File: src/rtl/draw_command_sequencer_if.sv
// Command/strobe bundle between the frame sequencer (master) and its frame-control peer.
// The master drives the command stream and status pulses. The peer drives the frame tick and block mask.
interface draw_command_sequencer_if #(
    parameter int NUM_BLOCKS = 15
);
    logic                  frame_tick;
    logic [NUM_BLOCKS-1:0] block_valid;
    logic [4:0]            command;
    logic                  plot;
    logic                  busy;
    logic                  frame_done;
    logic                  frame_overrun;

    modport master (
        input  frame_tick, block_valid,
        output command, plot, busy, frame_done, frame_overrun
    );

    modport slave (
        output frame_tick, block_valid,
        input  command, plot, busy, frame_done, frame_overrun
    );
endinterface

File: src/rtl/draw_command_sequencer.sv
// Per-frame command stream: full clear, then one window per enabled note block. All outputs are registered.
// There is no backpressure. A frame_tick that arrives while busy is dropped and flagged on frame_overrun.
module draw_command_sequencer #(
    parameter int NUM_BLOCKS   = 15,
    parameter int BLOCK_CYCLES = 16,
    parameter int CLEAR_CYCLES = 19764
) (
    input  logic                    CLK,
    input  logic                    reset,
    draw_command_sequencer_if.master cmd_if
);
    localparam int CNT_W = $clog2(CLEAR_CYCLES);
    localparam int IDX_W = 4;

    typedef enum logic [1:0] {
        S_IDLE,
        S_CLEAR,
        S_DRAW,
        S_DONE
    } state_t;

    state_t                state_q;
    logic [NUM_BLOCKS-1:0] mask_q;
    logic [IDX_W-1:0]      idx_q;
    logic [CNT_W-1:0]      cnt_q;
    logic [4:0]            command_q;
    logic                  plot_q;
    logic                  busy_q;
    logic                  frame_done_q;
    logic                  frame_overrun_q;

    logic                  blk_en;
    logic                  clear_last;
    logic                  block_last;
    logic                  idx_last;

    assign blk_en     = mask_q[idx_q];
    assign clear_last = (cnt_q == CNT_W'(CLEAR_CYCLES - 1));
    assign block_last = (cnt_q == CNT_W'(BLOCK_CYCLES - 1));
    assign idx_last   = (idx_q == IDX_W'(NUM_BLOCKS - 1));

    always_ff @(posedge CLK) begin
        if (reset) begin
            state_q         <= S_IDLE;
            mask_q          <= '0;
            idx_q           <= '0;
            cnt_q           <= '0;
            command_q       <= 5'b0_1111;
            plot_q          <= 1'b0;
            busy_q          <= 1'b0;
            frame_done_q    <= 1'b0;
            frame_overrun_q <= 1'b0;
        end else begin
            frame_done_q    <= 1'b0;
            frame_overrun_q <= cmd_if.frame_tick && (state_q != S_IDLE);
            // The processor registers its pixel output, so plot trails the plotting cycle by one.
            plot_q          <= (state_q == S_CLEAR) || ((state_q == S_DRAW) && blk_en);

            case (state_q)
                S_IDLE: begin
                    if (cmd_if.frame_tick) begin
                        state_q   <= S_CLEAR;
                        mask_q    <= cmd_if.block_valid;
                        idx_q     <= '0;
                        cnt_q     <= '0;
                        command_q <= 5'b1_1111;
                        busy_q    <= 1'b1;
                    end
                end
                S_CLEAR: begin
                    if (clear_last) begin
                        state_q   <= S_DRAW;
                        idx_q     <= '0;
                        cnt_q     <= '0;
                        command_q <= {1'b1, IDX_W'(0)};
                    end else begin
                        cnt_q <= cnt_q + CNT_W'(1);
                    end
                end
                S_DRAW: begin
                    // A disabled block costs a single skip cycle; an enabled one holds for its full window.
                    if (blk_en && !block_last) begin
                        cnt_q <= cnt_q + CNT_W'(1);
                    end else if (idx_last) begin
                        state_q      <= S_DONE;
                        cnt_q        <= '0;
                        command_q    <= 5'b0_1111;
                        frame_done_q <= 1'b1;
                    end else begin
                        idx_q     <= idx_q + IDX_W'(1);
                        cnt_q     <= '0;
                        command_q <= {1'b1, idx_q + IDX_W'(1)};
                    end
                end
                S_DONE: begin
                    state_q   <= S_IDLE;
                    busy_q    <= 1'b0;
                    command_q <= 5'b0_1111;
                end
                default: begin
                    state_q   <= S_IDLE;
                    busy_q    <= 1'b0;
                    command_q <= 5'b0_1111;
                end
            endcase
        end
    end

    assign cmd_if.command       = command_q;
    assign cmd_if.plot          = plot_q;
    assign cmd_if.busy          = busy_q;
    assign cmd_if.frame_done    = frame_done_q;
    assign cmd_if.frame_overrun = frame_overrun_q;
endmodule
File: src/flat_wrapper.sv
// flat-port wrapper written by rule: the top's interface ports become plain ports
module draw_command_sequencer_flat 
#(
    parameter int NUM_BLOCKS   = 15,
    parameter int BLOCK_CYCLES = 16,
    parameter int CLEAR_CYCLES = 19764
)
  (CLK, reset, cmd_if_frame_tick, cmd_if_block_valid, cmd_if_command, cmd_if_plot, cmd_if_busy, cmd_if_frame_done, cmd_if_frame_overrun);
  draw_command_sequencer_if #(.NUM_BLOCKS(NUM_BLOCKS)) cmd_if_i ();
  input  logic CLK;
  input  logic reset;
  input wire logic [$bits(cmd_if_i.frame_tick)-1:0] cmd_if_frame_tick;
  input wire logic [$bits(cmd_if_i.block_valid)-1:0] cmd_if_block_valid;
  output wire logic [$bits(cmd_if_i.command)-1:0] cmd_if_command;
  output wire logic [$bits(cmd_if_i.plot)-1:0] cmd_if_plot;
  output wire logic [$bits(cmd_if_i.busy)-1:0] cmd_if_busy;
  output wire logic [$bits(cmd_if_i.frame_done)-1:0] cmd_if_frame_done;
  output wire logic [$bits(cmd_if_i.frame_overrun)-1:0] cmd_if_frame_overrun;
  assign cmd_if_i.frame_tick = cmd_if_frame_tick;
  assign cmd_if_i.block_valid = cmd_if_block_valid;
  assign cmd_if_command = cmd_if_i.command;
  assign cmd_if_plot = cmd_if_i.plot;
  assign cmd_if_busy = cmd_if_i.busy;
  assign cmd_if_frame_done = cmd_if_i.frame_done;
  assign cmd_if_frame_overrun = cmd_if_i.frame_overrun;
  draw_command_sequencer #(.NUM_BLOCKS(NUM_BLOCKS), .BLOCK_CYCLES(BLOCK_CYCLES), .CLEAR_CYCLES(CLEAR_CYCLES)) u_core (.CLK(CLK), .reset(reset), .cmd_if(cmd_if_i));
endmodule
File: config.mk
export PLATFORM = sky130hd
export DESIGN_NAME = draw_command_sequencer_flat
export DESIGN_NICKNAME = d
export VERILOG_FILES = /design/src/rtl/draw_command_sequencer_if.sv /design/src/rtl/draw_command_sequencer.sv /design/src/flat_wrapper.sv
export SDC_FILE = /design/constraint.sdc
export NUM_CORES = 1
export LEC_CHECK = 0
export BUFFER_PORTS_ARGS = -buffer_cell sky130_fd_sc_hd__buf_2
export CELL_PAD_IN_SITES_DETAIL_PLACEMENT = 0
export CELL_PAD_IN_SITES_GLOBAL_PLACEMENT = 1
export CORE_ASPECT_RATIO = 1.2
export CORE_UTILIZATION = 46
export CTS_CLUSTER_SIZE = 14
export DETAILED_ROUTE_END_ITERATION = 10
export HOLD_SLACK_MARGIN = 0.08
export PLACE_DENSITY = 0.89
export SYNTH_ARGS = -nofsm -noshare
export SYNTH_HDL_FRONTEND = slang
export SYNTH_SLANG_ARGS = --single-unit
File: constraint.sdc
create_clock -name CLK -period 5.5 [get_ports CLK]
set_input_delay 0.275 -clock CLK [delete_from_list [all_inputs] [get_ports CLK]]
set_output_delay 0.275 -clock CLK [all_outputs]
set_load 0.01 [all_outputs]
# After elaboration in Yosys (flattened, before gate mapping)
# Cells that the tools add are included.
# op_classes
n_addsub	2
magnitude_cmp	1
n_eq_ne	11
muxes	24
bitwise	1
reduce_logical	16
# op_table
operator	count
$mux 15	3
$pmux 15 s3	1
$mux 5	4
$pmux 5 s4	1
$mux 4	4
$add 15x1->15 const B	1
$eq 15x15->1 const B	1
$eq 15x4->1 const B	1
$pmux 4 s3	1
$mux 2	4
$pmux 2 s4	1
$ne 2x2->1 const B	3
$reduce_and 2->1	3
$lt 4x5->1 const B	1
$reduce_and 5->1	1
$add 4x1->4 const B	1
$bmux 1 s4	1
$eq 2x2->1 const B	2
$eq 4x4->1 const B	1
$ne 2x1->1 const B	2
$reduce_and 4->1	1
$reduce_bool 2->1	2
$logic_and 1x1->1	3
$mux 1	3
other kinds (9)	9
# word_totals
reg_bits	45
input_bits	18
output_inout_bits	9
elab_cells	64

# Depth between registers and ports, before layout
# logic_depth
ltp_word	5
ltp_mapped	9

# Worst setup path before layout
# Ideal clock, no wire load.
# synth_path
path_type	register to register
start	reg u_core.state_q[0]
end	reg u_core.cnt_q[14]
arrival_ps	2026
required_ps	5383
path_slack_ps	3357
stages_incl_launch_ff	9
path_cell_list	dfxtp_1 -> inv_1 -> ha_1 -> nor2b_1 -> or4b_2 -> nor2_1 -> nand3_1 -> xor2_1 -> nor2_1
# synth_between
elab_chain_cells	3
# synth_rtl
item	line_no	source
start: declaration	draw_command_sequencer.sv:22	state_t state_q;
start signal: assignment	draw_command_sequencer.sv:44	state_q <= S_IDLE;
start signal: assignment	draw_command_sequencer.sv:62	state_q <= S_CLEAR;
start signal: assignment	draw_command_sequencer.sv:72	state_q <= S_DRAW;
$eq 2x2->1, or another cell as far along	draw_command_sequencer.sv:59	case (state_q)
$reduce_bool 3->1 (no source line) or $ne 2x2->1 (tied branches)	n/a	
$reduce_and 2->1 (no source line)	n/a	
end signal: assignment	draw_command_sequencer.sv:77	cnt_q <= cnt_q + CNT_W'(1);
end signal: assignment	draw_command_sequencer.sv:83	cnt_q <= cnt_q + CNT_W'(1);
end: declaration	draw_command_sequencer.sv:25	logic [CNT_W-1:0] cnt_q;
# Parallel ways exist; a longest one is shown, timed or not.
# A chain may end at the register's enable or synchronous reset.

# Worst setup path in the final report
# layout_path
start	reg u_core.idx_q[1]
end	reg u_core.cnt_q[13]
# layout_between
elab_chain_cells	5
# layout_rtl
item	line_no	source
start: declaration	draw_command_sequencer.sv:24	logic [IDX_W-1:0] idx_q;
start signal: assignment	draw_command_sequencer.sv:90	idx_q <= idx_q + IDX_W'(1);
$bmux 1 s4	draw_command_sequencer.sv:37	assign blk_en = mask_q[idx_q];
$mux 1 (implied by the code)	draw_command_sequencer.sv:37	
$logic_and 1x1->1	draw_command_sequencer.sv:82	if (blk_en && !block_last) begin
$mux 15	draw_command_sequencer.sv:82	
$pmux 15 s3	draw_command_sequencer.sv:59	
# No other way between the ends. The select of a mux whose other input is x is not followed.

==> metrics.txt <==
status=complete, but fails checks; failing checks=DRC; FMAX=398 MHz; metal2 WL=2.06 mm; dominant register cell in the synthesized netlist=dfxtp_1; Initial DRC Count=101; Via density=5.25; skew final=15.6 ps; CP Capture Type=flip-flop; diode count=0; starting density of the core=47.6%; synth warn=0; Seq/Total Area, Yosys=41.5%; reported max-cap violation count=0; R2R Path End=u_core.cnt_q[13]$_SDFFE_PP0P_; worst reg2reg path depth=6; Avg WL per Cell=12.8 microns; first-pass GRT wire length=7.38 mm; fin worst setup slack=2990 ps; ys async rst share=0%; GR Overflow Total=0; CP peak stage delay=560 ps; setup slack, reg-to-reg=2990 ps; Die Y=77.3 microns; Critical path origin=u_core.idx_q[1]$_SDFFE_PP0P_; EDFF count, synth=0; crit path cell chain=mux4_2 -> and2_4 -> a211oi_2 -> o41ai_2 -> o21ai_2 -> nor2_1; Core Box Area=4560 sq um; Max Root-Sink Buffers=2; Setup TNS=0 ps; total track usage=19.1%; Total Wirelength=4.35 mm; required time of the critical path=5660 ps; Post CTS Setup Buffer Count=0; largest net degree at the start of global routing=33; Routed Antenna Nets=0; clock-pin transition on the worst setup and hold timing paths=90 ps; DRC Markers=2; Netlist Area Pre-Place=2170 sq um; drt pass-1 iters=7; DP HPWL=3.11 mm; RSZ-0062 raised after global routing=false; WS Path Type=flip-flop to flip-flop; Hold Buf Count CTS=0; Worst setup endpoint=u_core.cnt_q[13]$_SDFFE_PP0P_; die width=64.7 microns; H-tree depth=2; Synth top cells by count=nand2_1 (51), dfxtp_1 (45), nor2_1 (33), a21oi_1 (19), xor2_1 (11); clock sinks=45; initial antenna violation count=0; I/O pins=27; worst r2r src=u_core.idx_q[1]$_SDFFE_PP0P_; Synth Area per Inst=8.45 sq um; worst-path fanout max=12; hold slack=200 ps; final hold violation count=0; leading post-synthesis cells by cell area=dfxtp_1 (41%), nand2_1 (8.8%), nor2_1 (5.7%); Post-Synthesis Cells=257; Netlist cell types=49; number of global-route vias before repair=1620; Max Slew Vio Count=0; root buffer cell=clkbuf_8; CTS tree=done; Std-Cell Rows=27; HP Class=input port to flip-flop; GP Congestion=0.849; LEAKAGE=0.924 nW; layout cells sized above 1=16.4%; Synth top area share=41.5%; top-count cell post-synth=nand2_1; Worst setup SP type=flip-flop; Placed Area=2320 sq um; post-synth top area cell=dfxtp_1; Yosys reg bits=45; Slew @ Worst Pin=790 ps; final worst path period share=45.6%; syn_nets=282; Port Buf Inserts=26; min cycle time layout=2510 ps; P per Cell Area=405 nW/um^2; vias post-DR=1781; met3 wire len=156 microns; Post-CTS Resized=0; clk_lat worst skew=300 ps; Final Cell Area=2440 sq um; P&R area growth vs syn=12.2%; DR top layer=met4; Die Footprint=5000 sq um; final net count=305; DRT met1 WL=2.03 mm; Setup WS pre-CTS=2990 ps; VDD IR max=0.168 mV; critical path's slowest cell=dfxtp_1; WP data arrival=2670 ps; # setup viols final=0; CTS Buf Count=5; Slew headroom=46.7%
sequential cells by signal (all words and copies together) (netlist names):
signal and flops:
u_core.mask_q 15, u_core.cnt_q 15, u_core.cmd_if.command 5, u_core.cmd_if.plot 1, u_core.state_q 2, u_core.idx_q 4
u_core.cmd_if.frame_overrun 1, u_core.cmd_if.frame_done 1, u_core.cmd_if.busy 1
cell type report:
cell class                      instances  area, sq um
Multi-Input combinational cell        193         1190
Clock inverter                          2         38.8
Fill cell                             466         2120
Timing Repair Buffer                   26          130
Inverter                                9         33.8
Clock buffer                            6         72.6
Sequential cell                        45          901
Tap cell                               58         72.6
worst min-delay path by stage:
stage	startpoint	to	cells past startpoint
2_1_floorplan	cmd_if_block_valid[4]	u_core.mask_q[4]$_SDFFE_PP0P_	2
3_3_place_gp	u_core.mask_q[2]$_SDFFE_PP0P_	u_core.mask_q[2]$_SDFFE_PP0P_	2
3_5_place_dp	u_core.mask_q[8]$_SDFFE_PP0P_	u_core.mask_q[8]$_SDFFE_PP0P_	2
4_1_cts	cmd_if_block_valid[10]	u_core.mask_q[10]$_SDFFE_PP0P_	3
5_1_grt	cmd_if_block_valid[14]	u_core.mask_q[14]$_SDFFE_PP0P_	3
6_report	cmd_if_block_valid[10]	u_core.mask_q[10]$_SDFFE_PP0P_	3
cell families (layout without fill, tap and decap cells):
group,count (synthesis),in the layout,share of synthesized area [%]
compound gates,40,40,13.1
xor+xnor,14,14,5.65
fa+ha+maj,7,7,4.03
buf+inv,19,43,3.86
flops,45,45,41.5
mux,7,7,4.55
simple gates,125,125,27.3
placed cells by master (no fill, tap or decap), types with 4 or more instances in the layout:
cell type | netlist | layout
clkbuf_8 | 0 | 5
ha_1 | 7 | 7
nor2_1 | 33 | 33
nand2_1 | 51 | 51
dfxtp_1 | 45 | 45
a22oi_1 | 5 | 5
xor2_1 | 11 | 11
nand4_1 | 6 | 6
buf_2 | 1 | 26
a21oi_1 | 19 | 19
mux2i_1 | 5 | 5
nor3_1 | 4 | 4
nand3_1 | 6 | 6
inv_1 | 9 | 9
critical path, delay by kind of cell (launching register included):
family	cells	cell delay [ps]
flip-flops	1	560
AO/OA/AOI/OAI	3	990
multiplexers	1	550
AND/OR/NAND/NOR	2	270
per-stage QoR:
stage | utilization, % | total power, mW | instances
floorplan | - | 0.662 | 257
global placement | 51.0 | 0.741 | 331
detailed placement | 51.0 | 0.748 | 331
CTS | 53.4 | 0.997 | 339
global route | 53.4 | 1.06 | 339
finish | 53.4 | 0.988 | 339
report_power, final:
part           switching [mW]  internal, mW  leakage [nW]
registers              0.0295         0.378         0.367
clock network           0.113         0.136        0.0554
logic                   0.207         0.124         0.502
metal layers:
layer	vias to the layer above	GRT usage, %
met5	-	0
met4	0	8.44
met3	8	5.21
met2	27	30.4
met1	810	23.6
li1	936	-
No activity file was read; power rests on OpenSTA's default activity.
